==> src/rtl/addsub_pkg.sv <==
// Shared constants for the add/sub result stage: default data width,
// bit positions of the {N,Z,C,V} flag nibble and the buffer occupancy encoding.
package addsub_pkg;

    localparam int ADDSUB_DEFAULT_WIDTH = 32;

    // Flag nibble layout, MSB first: {N, Z, C, V}
    localparam int FLAG_W = 4;
    localparam int FLAG_N = 3;
    localparam int FLAG_Z = 2;
    localparam int FLAG_C = 1;
    localparam int FLAG_V = 0;

    // Occupancy of the two-entry result buffer
    typedef enum logic [1:0] {
        OCC_EMPTY = 2'd0,
        OCC_ONE   = 2'd1,
        OCC_FULL  = 2'd2
    } occ_e;

endpackage

==> src/rtl/addsub_flag_calc.sv <==
// Combinational N/Z/C/V flag generation from a raw adder result.
// Overflow uses operand/result sign bits only; for subtraction b_msb_i is the
// sign of the un-inverted B operand, so the "signs differ" rule applies.
module addsub_flag_calc
    import addsub_pkg::*;
#(
    parameter int WIDTH = ADDSUB_DEFAULT_WIDTH
) (
    input  logic [WIDTH-1:0] sum_i,
    input  logic             cout_i,
    input  logic             a_msb_i,
    input  logic             b_msb_i,
    input  logic             sub_i,
    output logic [3:0]       flags_o
);

    logic sum_msb_s;
    logic ovf_s;

    assign sum_msb_s = sum_i[WIDTH-1];

    // Signed overflow: result sign disagrees with A when operand signs make overflow possible
    always_comb begin
        ovf_s = 1'b0;
        if (sub_i) begin
            ovf_s = (a_msb_i != b_msb_i) && (sum_msb_s != a_msb_i);
        end else begin
            ovf_s = (a_msb_i == b_msb_i) && (sum_msb_s != a_msb_i);
        end
    end

    // Assemble the flag nibble
    always_comb begin
        flags_o         = 4'b0000;
        flags_o[FLAG_N] = sum_msb_s;
        flags_o[FLAG_Z] = (sum_i == {WIDTH{1'b0}});
        flags_o[FLAG_C] = cout_i;
        flags_o[FLAG_V] = ovf_s;
    end

endmodule

==> src/rtl/addsub_result_stage.sv <==
// Registered result stage behind an adder: a two-entry in-order buffer that
// stores each result together with flags computed when it is pushed.
// The head entry drives out_result/out_flags directly from registers, so the
// outputs hold the last popped value while the buffer is empty.
// Optional feature: define ADDRES_STICKY_OVF_EN to add ovf_clr/ovf_sticky,
// a sticky record of any popped entry that carried V=1.
module addsub_result_stage
    import addsub_pkg::*;
#(
    parameter int WIDTH = ADDSUB_DEFAULT_WIDTH
) (
    input  logic             wb_clk_i,
    input  logic             wb_rst_i,
    input  logic             in_valid,
    output logic             in_ready,
    input  logic [WIDTH-1:0] in_sum,
    input  logic             in_cout,
    input  logic             in_a_msb,
    input  logic             in_b_msb,
    input  logic             in_sub,
    output logic             out_valid,
    input  logic             out_ready,
    output logic [WIDTH-1:0] out_result,
    output logic [3:0]       out_flags
`ifdef ADDRES_STICKY_OVF_EN
    ,
    input  logic             ovf_clr,
    output logic             ovf_sticky
`endif
);

    occ_e             count_q, count_d;
    logic [WIDTH-1:0] head_res_q, head_res_d;
    logic [3:0]       head_flg_q, head_flg_d;
    logic [WIDTH-1:0] tail_res_q, tail_res_d;
    logic [3:0]       tail_flg_q, tail_flg_d;
    logic [3:0]       new_flg_s;
    logic             push_s;
    logic             pop_s;

    addsub_flag_calc #(
        .WIDTH (WIDTH)
    ) u_flag_calc (
        .sum_i   (in_sum),
        .cout_i  (in_cout),
        .a_msb_i (in_a_msb),
        .b_msb_i (in_b_msb),
        .sub_i   (in_sub),
        .flags_o (new_flg_s)
    );

    assign push_s = in_valid  & in_ready;
    assign pop_s  = out_ready & out_valid;

    // Handshake outputs decoded purely from the registered occupancy
    always_comb begin
        in_ready  = (count_q != OCC_FULL);
        out_valid = (count_q != OCC_EMPTY);
    end

    // Buffer next state: head is the oldest entry, tail only used when full
    always_comb begin
        count_d    = count_q;
        head_res_d = head_res_q;
        head_flg_d = head_flg_q;
        tail_res_d = tail_res_q;
        tail_flg_d = tail_flg_q;
        case (count_q)
            OCC_EMPTY: begin
                if (push_s) begin
                    head_res_d = in_sum;
                    head_flg_d = new_flg_s;
                    count_d    = OCC_ONE;
                end else begin
                    count_d    = OCC_EMPTY;
                end
            end
            OCC_ONE: begin
                if (push_s && pop_s) begin
                    head_res_d = in_sum;
                    head_flg_d = new_flg_s;
                    count_d    = OCC_ONE;
                end else if (push_s) begin
                    tail_res_d = in_sum;
                    tail_flg_d = new_flg_s;
                    count_d    = OCC_FULL;
                end else if (pop_s) begin
                    count_d    = OCC_EMPTY;
                end else begin
                    count_d    = OCC_ONE;
                end
            end
            OCC_FULL: begin
                if (pop_s) begin
                    head_res_d = tail_res_q;
                    head_flg_d = tail_flg_q;
                    count_d    = OCC_ONE;
                end else begin
                    count_d    = OCC_FULL;
                end
            end
            default: begin
                count_d = OCC_EMPTY;
            end
        endcase
    end

    // Occupancy and entry storage registers; reset discards everything
    always_ff @(posedge wb_clk_i) begin
        if (wb_rst_i) begin
            count_q    <= OCC_EMPTY;
            head_res_q <= {WIDTH{1'b0}};
            head_flg_q <= 4'b0000;
            tail_res_q <= {WIDTH{1'b0}};
            tail_flg_q <= 4'b0000;
        end else begin
            count_q    <= count_d;
            head_res_q <= head_res_d;
            head_flg_q <= head_flg_d;
            tail_res_q <= tail_res_d;
            tail_flg_q <= tail_flg_d;
        end
    end

    assign out_result = head_res_q;
    assign out_flags  = head_flg_q;

`ifdef ADDRES_STICKY_OVF_EN
    logic ovf_sticky_q, ovf_sticky_d;

    // Sticky overflow: a V=1 pop wins over a simultaneous clear
    always_comb begin
        ovf_sticky_d = ovf_sticky_q;
        if (pop_s && head_flg_q[FLAG_V]) begin
            ovf_sticky_d = 1'b1;
        end else if (ovf_clr) begin
            ovf_sticky_d = 1'b0;
        end else begin
            ovf_sticky_d = ovf_sticky_q;
        end
    end

    // Sticky overflow register
    always_ff @(posedge wb_clk_i) begin
        if (wb_rst_i) begin
            ovf_sticky_q <= 1'b0;
        end else begin
            ovf_sticky_q <= ovf_sticky_d;
        end
    end

    assign ovf_sticky = ovf_sticky_q;
`else
    // Sticky overflow tracking not built in this configuration.
`endif

endmodule

==> config.mk <==
export PLATFORM = sky130hd
export DESIGN_NAME = addsub_result_stage
export DESIGN_NICKNAME = d
export VERILOG_FILES = /design/src/rtl/addsub_pkg.sv /design/src/rtl/addsub_flag_calc.sv /design/src/rtl/addsub_result_stage.sv
export SDC_FILE = /design/constraint.sdc
export NUM_CORES = 1
export LEC_CHECK = 0
export CORE_MARGIN = 3
export CORE_UTILIZATION = 48
export CTS_CLUSTER_SIZE = 10
export DETAILED_ROUTE_END_ITERATION = 7
export PLACE_DENSITY = 0.79
export SLEW_MARGIN = 10
export SYNTH_ARGS = -nofsm -noshare
export SYNTH_HDL_FRONTEND = slang
export SYNTH_SLANG_ARGS = --single-unit
==> constraint.sdc <==
create_clock -name wb_clk_i -period 1.9 [get_ports wb_clk_i]
set_input_delay 0.38 -clock wb_clk_i [delete_from_list [all_inputs] [get_ports wb_clk_i]]
set_output_delay 0.38 -clock wb_clk_i [all_outputs]
set_load 0.02 [all_outputs]
# ---- Word-level counts from Yosys, hierarchy flattened
# Cells that the tools add are included.
dict set report totals {
  ff_bits 74
  in_bits 40
  output_inout_bits 38
  wordCells 41
}
dict set report classes {
  eq_ne 9
  muxes 15
  bitwise 3
  n_reduce_logical 9
}
# op n
set ops {}
lappend ops {{$mux W32} 3}
lappend ops {{$pmux W32 S3} 1}
lappend ops {{$logic_not A32 Y1} 1}
lappend ops {{$mux W4} 3}
lappend ops {{$pmux W4 S3} 1}
lappend ops {{$ne A2 B2 Y1 const B} 4}
lappend ops {{$mux W2} 3}
lappend ops {{$pmux W2 S3} 1}
lappend ops {{$reduce_and A4 Y1} 1}
lappend ops {{$logic_and A1 B1 Y1} 3}
lappend ops {{$mux W1} 3}
lappend ops {{$reduce_and A3 Y1} 1}
lappend ops {{$reduce_bool A3 Y1} 1}
lappend ops {{$and A1 B1 Y1} 2}
lappend ops {{$eq A2 B1 Y1 const B} 1}
lappend ops {{$eq A2 B2 Y1 const B} 1}
lappend ops {{$logic_not A2 Y1} 1}
lappend ops {{$ne A1 B1 Y1} 2}
lappend ops {{$reduce_bool A2 Y1} 1}
lappend ops {{$eq A1 B1 Y1} 1}
lappend ops {{$not A1 Y1} 1}

# ---- Longest topological paths before layout
# Gate-level depths: netlist (run 1).
dict set report logic_depth {
  depth_word 6
  depth_mapped 7
  mapped_depth_nobuf 4
}

# ---- Modules after synthesis
# A second synthesis (run 1) with hierarchy kept.
dict set report hier_totals {
  hier_cells 359
  hier_area_um2 3454.6
}
# mod instances cells_each area_per_inst_um2 seq_area_each_um2
set by_module_without_submodules {}
lappend by_module_without_submodules {addsub_result_stage 1 341 3330.7 1481.4}
lappend by_module_without_submodules {addsub_flag_calc 1 18 123.9 0.0}

# ---- Least setup slack after synthesis (run 1)
# OpenSTA, ideal clock, no wires.
dict set report synth_timing {
  kind {in2reg}
  startpoint {in out_ready}
  endpoint {reg head_flg_q[3] (netlist: out_flags[3])}
  setup_ps 91
  arrival_ps 1327
  t_required_ps 1809
  slack_ps 482
  path_stages 6
  n_path_buf 2
  cell_sequence {buf_2 > mux2i_1 > o2bb2ai_2 > buf_2 > nor2_1 > a311oi_1}
}
dict set report synth_via {
  elab_chain_len 4
  word_cells_on_any_way 5
  classes_between {2 x eq/ne; 1 x bitwise; 2 x reduce/logical}
}
# item line_no
set synth_lines {}
lappend synth_lines {{from (decl)} addsub_result_stage.sv:22} ;# input logic out_ready,
lappend synth_lines {{$and A1 B1 Y1 (*)} addsub_result_stage.sv:53} ;# assign pop_s = out_ready & out_valid;
lappend synth_lines {{$logic_and A1 B1 Y1} addsub_result_stage.sv:79} ;# if (push_s && pop_s) begin
lappend synth_lines {{$ne A2 B2 Y1 (no line)} --}
lappend synth_lines {{$reduce_and A4 Y1 (no line) (*)} --}
lappend synth_lines {{to (signal assigned)} addsub_result_stage.sv:119} ;# head_flg_q <= head_flg_d;
lappend synth_lines {{to (decl)} addsub_result_stage.sv:34} ;# logic [3:0] head_flg_q, head_flg_d;
# Mark *: on every way between the ends. The rest lies on a longest branch, timed or not.
# A chain may end at the register's enable or synchronous reset.

# ---- Worst setup path after layout (run 1)
dict set report layout_timing {
  startpoint {in in_sum[28]}
  endpoint {reg tail_flg_q[2]}
}
dict set report layout_via {
  elab_chain_len 1
}
# item line_no
set layout_lines {}
lappend layout_lines {{from (decl)} addsub_result_stage.sv:16} ;# input logic [WIDTH-1:0] in_sum,
lappend layout_lines {{$logic_not A32 Y1} addsub_flag_calc.sv:36} ;# flags_o[FLAG_Z] = (sum_i == {WIDTH{1'b0}});
lappend layout_lines {{to (signal assigned)} addsub_result_stage.sv:121} ;# tail_flg_q <= tail_flg_d;
lappend layout_lines {{to (decl)} addsub_result_stage.sv:36} ;# logic [3:0] tail_flg_q, tail_flg_d;
# No other way between the ends.

==> impl_results.md, run 1 <==
- Fmax: 0.5730 GHz
- Max_cap viols: 0
- Top delay family on crit path: simple AND/OR/NAND/NOR gates
- Core ar.: 5709 um2
- Initial DRC Count: 249
- CP Max Fanout: 2
- Initial core utilization: 51.50%
- Syn Area/Cell: about 8 um2
- Final setup viols: 0
- Final Hold Fails: 0
- Via count: 2966
- First-pass GRT wire length: around 14 mm
- Final Wtd Congestion: 0.7920
- Post-synth top flop: dfxtp_1
- Place WS: -0.2201 ns
- Async S/R FF share, synth: 0%
- Synth-to-Final Area Change: 44.30%
- Synthesized area: 2940 um2
- First-pass DRT Iterations: 4
- Crit path setup slack, layout: 0.1547 ns
- RSZ-0062 raised after global routing: false
- Routed Antenna Nets: 0
- Largest net degree at the start of global routing: just over 40
- Synth area leaders: dfxtp_1 49%, nand2_1 17%, a311oi_1 9.8%, a21oi_1 6.1%, nor2_1 4.6%
- Post-synth EDFFs: 0
- Deepest clock path buffer count: 2
- Post-synthesis cell type count: 30
- Status: finished, final reports clean
- Startpoint types: primary input
- Slew HR: a little over 70%
- Num rows: 27
- Top Ports: 78
- Clock Root Buffer: clkbuf_8
- Fin nets: 508
- Final Max Slew Viols: 0
- Syn nets: 418
- Worst skew pair latency: 0.35 ns
- Worst Path Required: 2.18 ns
- Worst hold path class: in2reg
- Seq pwr share: about two fifths
- Setup tns final: 0 ns
- Synthesis-stage register bit count: 72
- Number of buffers added on ports: 77
- Tmin final: 1.745 ns
- CTS tree: built
- Total CTS buffers: 9
- Worst-path clk slew: 0.07 ns
- Most frequent cells in the layout: 134 x nand2_1, 74 x clkdlybuf4s50_1, 71 x dfxtp_1
- Internal cell power: between 2 and 3 mW
- Biggest area consumer among synthesized cells: dfxtp_1
- Die height: 84.27 um
- Fillers: 464
- Pwr/cell area: a little over 900 nW/um2
- Slowest Stage Delay on Critical Path: 0.45 ns
- VDD IR max: 0.5883 mV
- Number of global-route vias before repair: between 3000 and 4000
- DRC viols: 0
- Die width: 84.27 um
- Die area: 7101 um2
- CP endpoint kind: flip-flop
- Comb pwr share: ~18%
- Crit path DAT: about 2.0 ns
- Fin crit share: between 90 and 100%
- CP bufs+invs: 2
- HPWL Detailed: between 5 and 6 mm
- Crit-path cells: clkdlybuf4s50_1 -> nor4_1 -> buf_4 -> nand4_1 -> or3_1 -> a21oi_1
- Overflow after GRT: 0
- Slew @ Worst Pin: approximately 0.42 ns
- Antenna fix cells: 0
- Most common cell after layout, fill and taps aside: nand2_1
- Clk pwr share: 40.5%
- Vias per cell: around 5.5
- P_sw: 972.0 uW
- Synth top area share: 49.02%
- Gr usage total: 23.32%
- Lkg Pwr: 1.612 nW
- Sequential share of the synthesized area: around half
- Post-Synthesis Cells: 378
- Yosys warning total: 0
- Num Clock Sinks: 72
- Setup Skew: 0.009243 ns
- Initial antenna violation count: 0
- Switching part of the total power: around a quarter
- CP max-delay cell: clkdlybuf4s50_1
- Routed WL: 8.115 mm
- Share of cells above drive strength 1: 12.08%
- Critical path class: in2reg
- H-tree depth: 3
- Post-DR wirelength/cell: 14.92 um
-- cells in the mapped netlist (all sizes together) (2+ instances only) --
| library cell | number |
|---|---|
| nand2 | 134 |
| dfxtp | 72 |
| a21oi | 36 |
| nor2 | 36 |
| a311oi | 33 |
| buf | 18 |
| clkbuf | 14 |
| nor4 | 8 |
| inv | 3 |
| nand2b | 3 |
| nor3 | 3 |
| mux2i | 2 |
| nand4 | 2 |
-- per-stage QoR --
step | util, % | power, mW | instances | hold slack (ns) | cell area (um2)
CTS | 74.21 | 3.971 | 544 | 0.4118 | 4237
floorplan | - | 2.015 | 378 | 0.4364 | 2940
detailed placement | 69.56 | 2.382 | 529 | 0.4465 | 3971
global placement | 69.56 | 2.366 | 529 | 0.4418 | 3971
global route | 74.32 | 4.094 | 544 | 0.4321 | 4243
finish | 74.32 | 3.956 | 544 | 0.4263 | 4243
-- final cells by class --
| type | instances | area [um2] | area share [%] |
|---|---|---|---|
| sequential | 72 | 1443 | 34.00 |
| multi-input combinational | 271 | 1364 | 32.14 |
| clock inverter | 5 | 128.9 | 3.037 |
| clock buffer | 10 | 137.6 | 3.244 |
| inverter | 3 | 11.26 | 0.2654 |
| tap | 72 | 90.09 | 2.123 |
| timing repair buffer | 111 | 1069 | 25.18 |
-- power by group through the flow --
| stage | clock [mW] | combinational [mW] | sequential, mW |
|---|---|---|---|
| 3_3_place_gp | 0 | 0.676 | 1.69 |
| 5_1_grt | 1.68 | 0.746 | 1.67 |
| 3_5_place_dp | 0 | 0.690 | 1.69 |
| 4_1_cts | 1.62 | 0.695 | 1.66 |
| 6_report | 1.60 | 0.693 | 1.66 |
| 2_1_floorplan | 0 | 0.243 | 1.77 |
-- cells by family after synthesis --
| kind of cell | after synthesis | synth area share (%) |
|---|---|---|
| muxes | 2 | 0.6809 |
| and+or+nand+nor | 193 | 26.81 |
| AOI/OAI and AO/OA | 75 | 17.87 |
| buffers and inverters | 35 | 5.319 |
| xor gates and xnor gates | 1 | 0.2979 |
| DFF | 72 | 49.02 |
-- what timing repair did --
| item | 4_1_cts | 5_1_grt |
|---|---|---|
| gates resized for setup | 3 | 1 |
| endpoints found under the hold margin | 0 | 0 |
| setup buffers | 0 | 0 |
| setup endpoints to repair | 2 | 1 |
| pin swaps | 0 | 0 |
| hold buffers | 0 | 0 |
-- metal layers --
layer  vias up  share of wire (%)  GRT usage [%]
li1       1466                  -              -
met1      1394                 43          28.55
met2        89                 49          39.74
met3        17                6.2          4.024
met4         0                2.4          10.96
met5         -                  0              0
-- flip-flops by register name, indices dropped and copies added (netlist names) --
register	count
tail_res_q	32
out_result	31
out_flags	4
tail_flg_q	3
count_q	2
-- worst paths after layout --
kind,startpoint,to,slack (ns),cells after the start
worst max-delay path,in_sum[28],tail_flg_q[2],0.15,6
worst min-delay path,wb_rst_i,tail_res_q[28],0.43,2
worst min register to register,tail_res_q[27],tail_res_q[27],0.46,2
worst max register to register,count_q[1],out_result[6],0.35,4
Note: power is estimated with default switching activity, not from simulation.
==> run 2: changes to the inputs <==
--- a/config.mk
+++ b/config.mk
@@ -9,7 +9,7 @@
 export CORE_UTILIZATION = 48
 export CTS_CLUSTER_SIZE = 10
 export DETAILED_ROUTE_END_ITERATION = 7
-export PLACE_DENSITY = 0.79
+export PLACE_DENSITY = 0.89
 export SLEW_MARGIN = 10
 export SYNTH_ARGS = -nofsm -noshare
 export SYNTH_HDL_FRONTEND = slang
==> run 2 against run 1 <==
  * Combinational power grew 2%
  * Non-clock buffer count increased by 5
  * Sequential share of layout area fell by 0.19 points
  * Wire length decreased by 0.81%
  * Design area up 0.47%
  * Critical path depth is the same
  * Maximum frequency fell by 0.13%
  * Critical endpoint unchanged
  * Largest cell class unchanged
==> impl_results.md, run 2 (same netlist as run 1, synthesis figures left out) <==
- Status: finished, final reports clean
- Fin nets: 513
- Clock Root Buffer: clkbuf_8
- Crit-path cells: clkdlybuf4s50_1 -> nor4_1 -> buf_4 -> nand4_1 -> or3_1 -> a21oi_1
- Pwr/cell area: 897.9 nW/um2
- H-tree depth: 3
- Worst skew pair latency: 0.35 ns
- First-pass GRT wire length: 13.29 mm
- Crit path DAT: roughly 2 ns
- Routed WL: between 8 and 9 mm
- First-pass DRT Iterations: 4
- Lkg Pwr: 1.630 nW
- HPWL Detailed: 5.330 mm
- # hold bufs at CTS: 0
- Tmin final: between 1.5 and 2 ns
- Total CTS buffers: 9
- Num rows: 27
- Initial core utilization: 51.50%
- CTS tree: built
- Startpoint types: primary input
- Final Hold Fails: 0
- Number of buffers added on ports: 77
- DRC viols: 0
- Num Clock Sinks: 72
- Die height: 84.27 um
- RSZ-0062 raised after global routing: false
- Max reg flops: 32
- Place WS: -0.2087 ns
- Number of global-route vias before repair: 2932
- CP endpoint kind: flip-flop
- Fillers: 407
- CP bufs+invs: 2
- Synth-to-Final Area Change: 44.98%
- Initial DRC Count: 223
- CP max-delay cell: clkdlybuf4s50_1
- Final Max Slew Viols: 0
- VDD IR max: 0.6726 mV
- Final Wtd Congestion: 0.8162
- # Post-CTS Setup Buffers: 0
- Largest net degree at the start of global routing: 37
- Top delay family on crit path: simple AND/OR/NAND/NOR gates
- Initial antenna violation count: 0
- Core ar.: 5709 um2
- Gr usage total: 23.05%
- Max_cap viols: 0
- Worst Path Required: between 2 and 2.5 ns
- Setup Skew: roughly 0.0097 ns
- Most frequent cells in the layout: 134 x nand2_1, 74 x clkdlybuf4s50_1, 72 x dfxtp_1
- CP Max Fanout: 3
- Via count: ~3000
- Slew HR: between 60% and 70%
- Die area: a little over 7000 um2
- Top reg by flops: tail_res_q
- Crit path setup slack, layout: between 0.15 and 0.2 ns
- Final setup viols: 0
- Overflow after GRT: 0
- Worst-path clk slew: 0.07 ns
- Most common cell after layout, fill and taps aside: nand2_1
- Fmax: roughly 0.57 GHz
- Deepest clock path buffer count: 2
- Routed Antenna Nets: 0
- Die width: approximately 84 um
- Fin Hold WS: approximately 0.46 ns
- Antenna fix cells: 0
- Share of cells above drive strength 1: 12.76%
- Critical path class: in2reg
- Slew @ Worst Pin: 0.4621 ns
- Tot Pwr: 3.827 mW
- Post-CTS resize count: 2
- Worst hold path class: reg2reg
- Slowest Stage Delay on Critical Path: around 0.44 ns
- Post-DR wirelength/cell: 14.63 um
- Vias per cell: 5.516
- Fin crit share: 91.98%
- Top Ports: 78
## run 2: stage by stage
stage / instance area (um2) / util [%] / instances / setup TNS, ns
2_1_floorplan: 2940 / - / 378 / 0
3_3_place_gp: 4021 / 70.44 / 534 / -0.2677
3_5_place_dp: 4021 / 70.44 / 534 / -1.895
4_1_cts: 4263 / 74.67 / 550 / 0
5_1_grt: 4263 / 74.67 / 550 / 0
6_report: 4263 / 74.67 / 550 / 0
## run 2: worst reg2reg max path, delay by kind of cell, from the launching register on
kind | cells | cell delay [ns]
buffers and inverters | 2 | 0.33
muxes | 1 | 0.40
AOI/OAI and AO/OA | 2 | 0.40
DFF | 1 | 0.40
## run 2: power by group
| part | total (mW) | switching [mW] | internal [mW] |
|---|---|---|---|
| sequential | 1.66 | 0.0557 | 1.60 |
| combinational | 0.708 | 0.352 | 0.356 |
| clock | 1.46 | 0.586 | 0.873 |
| total | 3.83 | 0.994 | 2.83 |
## run 2: final timing paths
check                               startpoint             end  slack (ns)  cells after the start
worst min-delay path            tail_res_q[27]  tail_res_q[27]        0.46                      2
worst max register to register      count_q[1]   out_result[2]        0.28                      5
worst min register to register  tail_res_q[27]  tail_res_q[27]        0.46                      2
worst max-delay path                in_sum[28]   tail_flg_q[2]        0.15                      6
## run 2: metal layers
layer | GRT usage [%] | routed length, um | share of wire (%) | vias to the layer above
li1 | - | - | - | 1483
met1 | 27.55 | 3325 | 41 | 1404
met2 | 37.37 | 3968 | 49 | 125
met3 | 6.968 | 531 | 6.6 | 22
met4 | 11.84 | 225 | 2.8 | 0
met5 | 0 | 0 | 0 | -
## run 2: final cells by class
| type | count | area, um2 | area share [%] |
|---|---|---|---|
| Tap cell | 72 | 90.09 | 2.113 |
| Clock inverter | 7 | 120.1 | 2.818 |
| Clock buffer | 9 | 123.9 | 2.906 |
| Multi-Input combinational cell | 271 | 1358 | 31.85 |
| Inverter | 3 | 11.26 | 0.2642 |
| Sequential cell | 72 | 1441 | 33.81 |
| Timing Repair Buffer | 116 | 1119 | 26.24 |
==> run 3: changes to the inputs <==
--- a/config.mk
+++ b/config.mk
@@ -10,7 +10,7 @@
 export CTS_CLUSTER_SIZE = 10
 export DETAILED_ROUTE_END_ITERATION = 7
 export PLACE_DENSITY = 0.89
-export SLEW_MARGIN = 10
+export SLEW_MARGIN = 15
 export SYNTH_ARGS = -nofsm -noshare
 export SYNTH_HDL_FRONTEND = slang
 export SYNTH_SLANG_ARGS = --single-unit
==> constraint.sdc (replaced) <==
create_clock -name wb_clk_i -period 1.7 [get_ports wb_clk_i]
set_input_delay 0.34 -clock wb_clk_i [delete_from_list [all_inputs] [get_ports wb_clk_i]]
set_output_delay 0.34 -clock wb_clk_i [all_outputs]
set_load 0.02 [all_outputs]
==> run 3 against run 2 <==
  * Count of clock-buffer cells in the layout up 3
  * Register-to-register slack lost 0.07 ns
  * Clock power about the same
  * Sequential power grew 12%
  * Critical path depth did not move
  * Sequential share of layout area about the same
  * Total power is 8.1% higher
  * Worst hold slack worse by 0.14 ns
  * Clock skew shrank 0.0045 ns
  * Final cell count decreased by 0.55%
  * Sequential cell count did not move
  * Die area did not move
  * Critical endpoint unchanged
  * Largest cell class unchanged
  * Largest power group unchanged
==> impl_results.md, run 3 (same netlist as run 1, synthesis figures left out) <==
- Synth-to-Final Area Change: 45.28%
- Fillers: 412
- Worst R2R Start: count_q[1]
- Number of buffers added on ports: 77
- Worst-path clk slew: ~0.070 ns
- Switching part of the total power: approximately a quarter
- Crit-path cells: clkdlybuf4s50_1 -> nor4_2 -> buf_4 -> nand4_1 -> or3_1 -> a21oi_1
- Max reg flops: 32
- CP startpoint: in_sum[24]
- Slew HR: around 74%
- Overflow after GRT: 0
- Seq pwr share: 44.8%
- Register Area: around 1400 um2
- Status: finished, final reports clean
- Crit path DAT: 1.93 ns
- Routed Antenna Nets: 0
- Via count: 3002
- Final Max Slew Viols: 0
- Fmax: 0.5999 GHz
- Crit path setup slack, layout: 0.03319 ns
- Slowest Stage Delay on Critical Path: roughly 0.44 ns
- Top Ports: 78
- Worst Path Required: around 2.0 ns
- Most frequent cells in the layout: 134 x nand2_1, 72 x clkdlybuf4s50_1, 71 x dfxtp_1
- Clk pwr share: between 30% and 40%
- First-pass DRT Iterations: 4
- Tot Pwr: 4.138 mW
- FF-to-FF setup slack: around 0.21 ns
- Most common cell after layout, fill and taps aside: nand2_1
- Routed WL: 8.089 mm
- # Post-CTS Setup Buffers: 0
- Initial core utilization: 51.50%
- Deepest clock path buffer count: 2
- Worst hold path class: in2reg
- Final Hold Fails: 0
- Number of global-route vias before repair: around 3000
- Total CTS buffers: 9
- Initial DRC Count: 201
- CP Max Fanout: 2
- Gr usage total: a little under a quarter
- Num Clock Sinks: 72
- Antenna fix cells: 0
- Die area: about 7100 um2
- Place WS: -0.3484 ns
- Num rows: 27
- Die height: 84.27 um
- Share of cells above drive strength 1: 13.26%
- Max_cap viols: 0
- Final Wtd Congestion: ~0.8
- Tmin final: 1.667 ns
- Top delay family on crit path: simple AND/OR/NAND/NOR gates
- Vias per cell: 5.488
- Comb pwr share: 19.1%
- Initial antenna violation count: 0
- Post-DR wirelength/cell: 14.79 um
- Fin nets: around 510
- Worst skew pair latency: 0.33 ns
- Path length in cells of the critical path: 6
- Worst Reg-to-Reg Cells: 4
- Fin crit share: 98.05%
- HPWL Detailed: 5.408 mm
- P_sw: about 1.1 mW
- Final setup viols: 0
- Slew @ Worst Pin: 0.3957 ns
- CP max-delay cell: clkdlybuf4s50_1
- DRC viols: 0
- Largest net degree at the start of global routing: 37
- VDD IR max: 0.5098 mV
- Top reg by flops: tail_res_q
- R2R Path End: out_result[29]
- Setup Skew: 0.005208 ns
- First-pass GRT wire length: 13.59 mm
- RSZ-0062 raised after global routing: true
- Internal cell power: about 3.1 mW
- Core ar.: 5709 um2
- H-tree depth: 3
- CP endpoint: tail_flg_q[2]
- Pwr/cell area: 968.6 nW/um2
- Multi-input logic area: 1386 um2
- Die width: around 84 um
- Clock Root Buffer: clkbuf_8
- Startpoint types: primary input
- Critical path class: in2reg
- CTS tree: built
- Lkg Pwr: 1.647 nW
- CP bufs+invs: 2
- CP endpoint kind: flip-flop
run 3: cell types whose count changed in the layout (fill, tap and decap cells not counted), sizes merged:
| cell | before | now |
|---|---|---|
| clkbuf | 9 | 12 |
| buf | 40 | 38 |
| clkdlybuf4s50 | 74 | 72 |
| clkinv | 3 | 1 |
| dlymetal6s2s | 0 | 2 |
| bufinv | 3 | 2 |
| clkinvlp | 1 | 0 |
run 3: timing repair:
action                                 in CTS  in global routing
cloned                                      0                  0
gates resized for setup                     3                  8
setup endpoints to repair                   2                  9
hold buffers                                0                  0
pin swaps                                   0                  2
endpoints found under the hold margin       0                  0
run 3: layout make-up:
type                            instances  area share [%]
Clock buffer                           12           3.632
Clock inverter                          3           1.523
Inverter                                3          0.2636
Multi-Input combinational cell        271           32.45
Sequential cell                        72           33.77
Tap cell                               72           2.109
Timing Repair Buffer                  114           26.24
run 3: worst min-delay path by stage:
stage              startpoint              to  slack (ns)  depth (start not counted)
6_report           in_sum[30]  tail_res_q[30]        0.32                          3
5_1_grt            in_sum[30]  tail_res_q[30]        0.35                          3
4_1_cts              wb_rst_i      count_q[0]        0.39                          2
3_5_place_dp   tail_res_q[16]  tail_res_q[16]        0.45                          2
3_3_place_gp    tail_res_q[0]   tail_res_q[0]        0.44                          2
2_1_floorplan   tail_flg_q[2]   tail_flg_q[2]        0.44                          2
run 3: routing by layer:
layer	share of wire, %	track usage (%)	vias to the layer above	wire length [um]
li1	-	-	1478	-
met1	42	28.54	1385	3367
met2	50	38.24	119	4017
met3	6.1	5.299	20	491
met4	2.6	11.99	0	213
met5	0	0	-	0
run 3: worst min-delay path, delay by kind of cell:
| family | cells | cell delay (ns) |
|---|---|---|
| buffers and inverters | 1 | 0.15 |
| AND/OR/NAND/NOR | 1 | 0.07 |
| AO/OA/AOI/OAI | 1 | 0.05 |
run 3: power groups by stage:
| stage | Sequential, mW | Combinational (mW) | Clock, mW |
|---|---|---|---|
| detailed placement | 1.89 | 0.787 | 0 |
| global placement | 1.88 | 0.770 | 0 |
| global route | 1.87 | 0.853 | 1.59 |
| finish | 1.86 | 0.792 | 1.49 |
| CTS | 1.85 | 0.791 | 1.52 |
| floorplan | 1.98 | 0.271 | 0 |
run 3: through the flow:
stage | util [%] | TNS, ns | instance area [um2] | cells | hold slack, ns
6_report | 74.82 | 0 | 4272 | 547 | 0.3179
5_1_grt | 74.82 | -0.008588 | 4272 | 547 | 0.3464
3_3_place_gp | 70.39 | -7.947 | 4019 | 532 | 0.4414
3_5_place_dp | 70.39 | -12.12 | 4019 | 532 | 0.4479
4_1_cts | 74.29 | 0 | 4242 | 547 | 0.3938
2_1_floorplan | - | 0 | 2940 | 378 | 0.4364
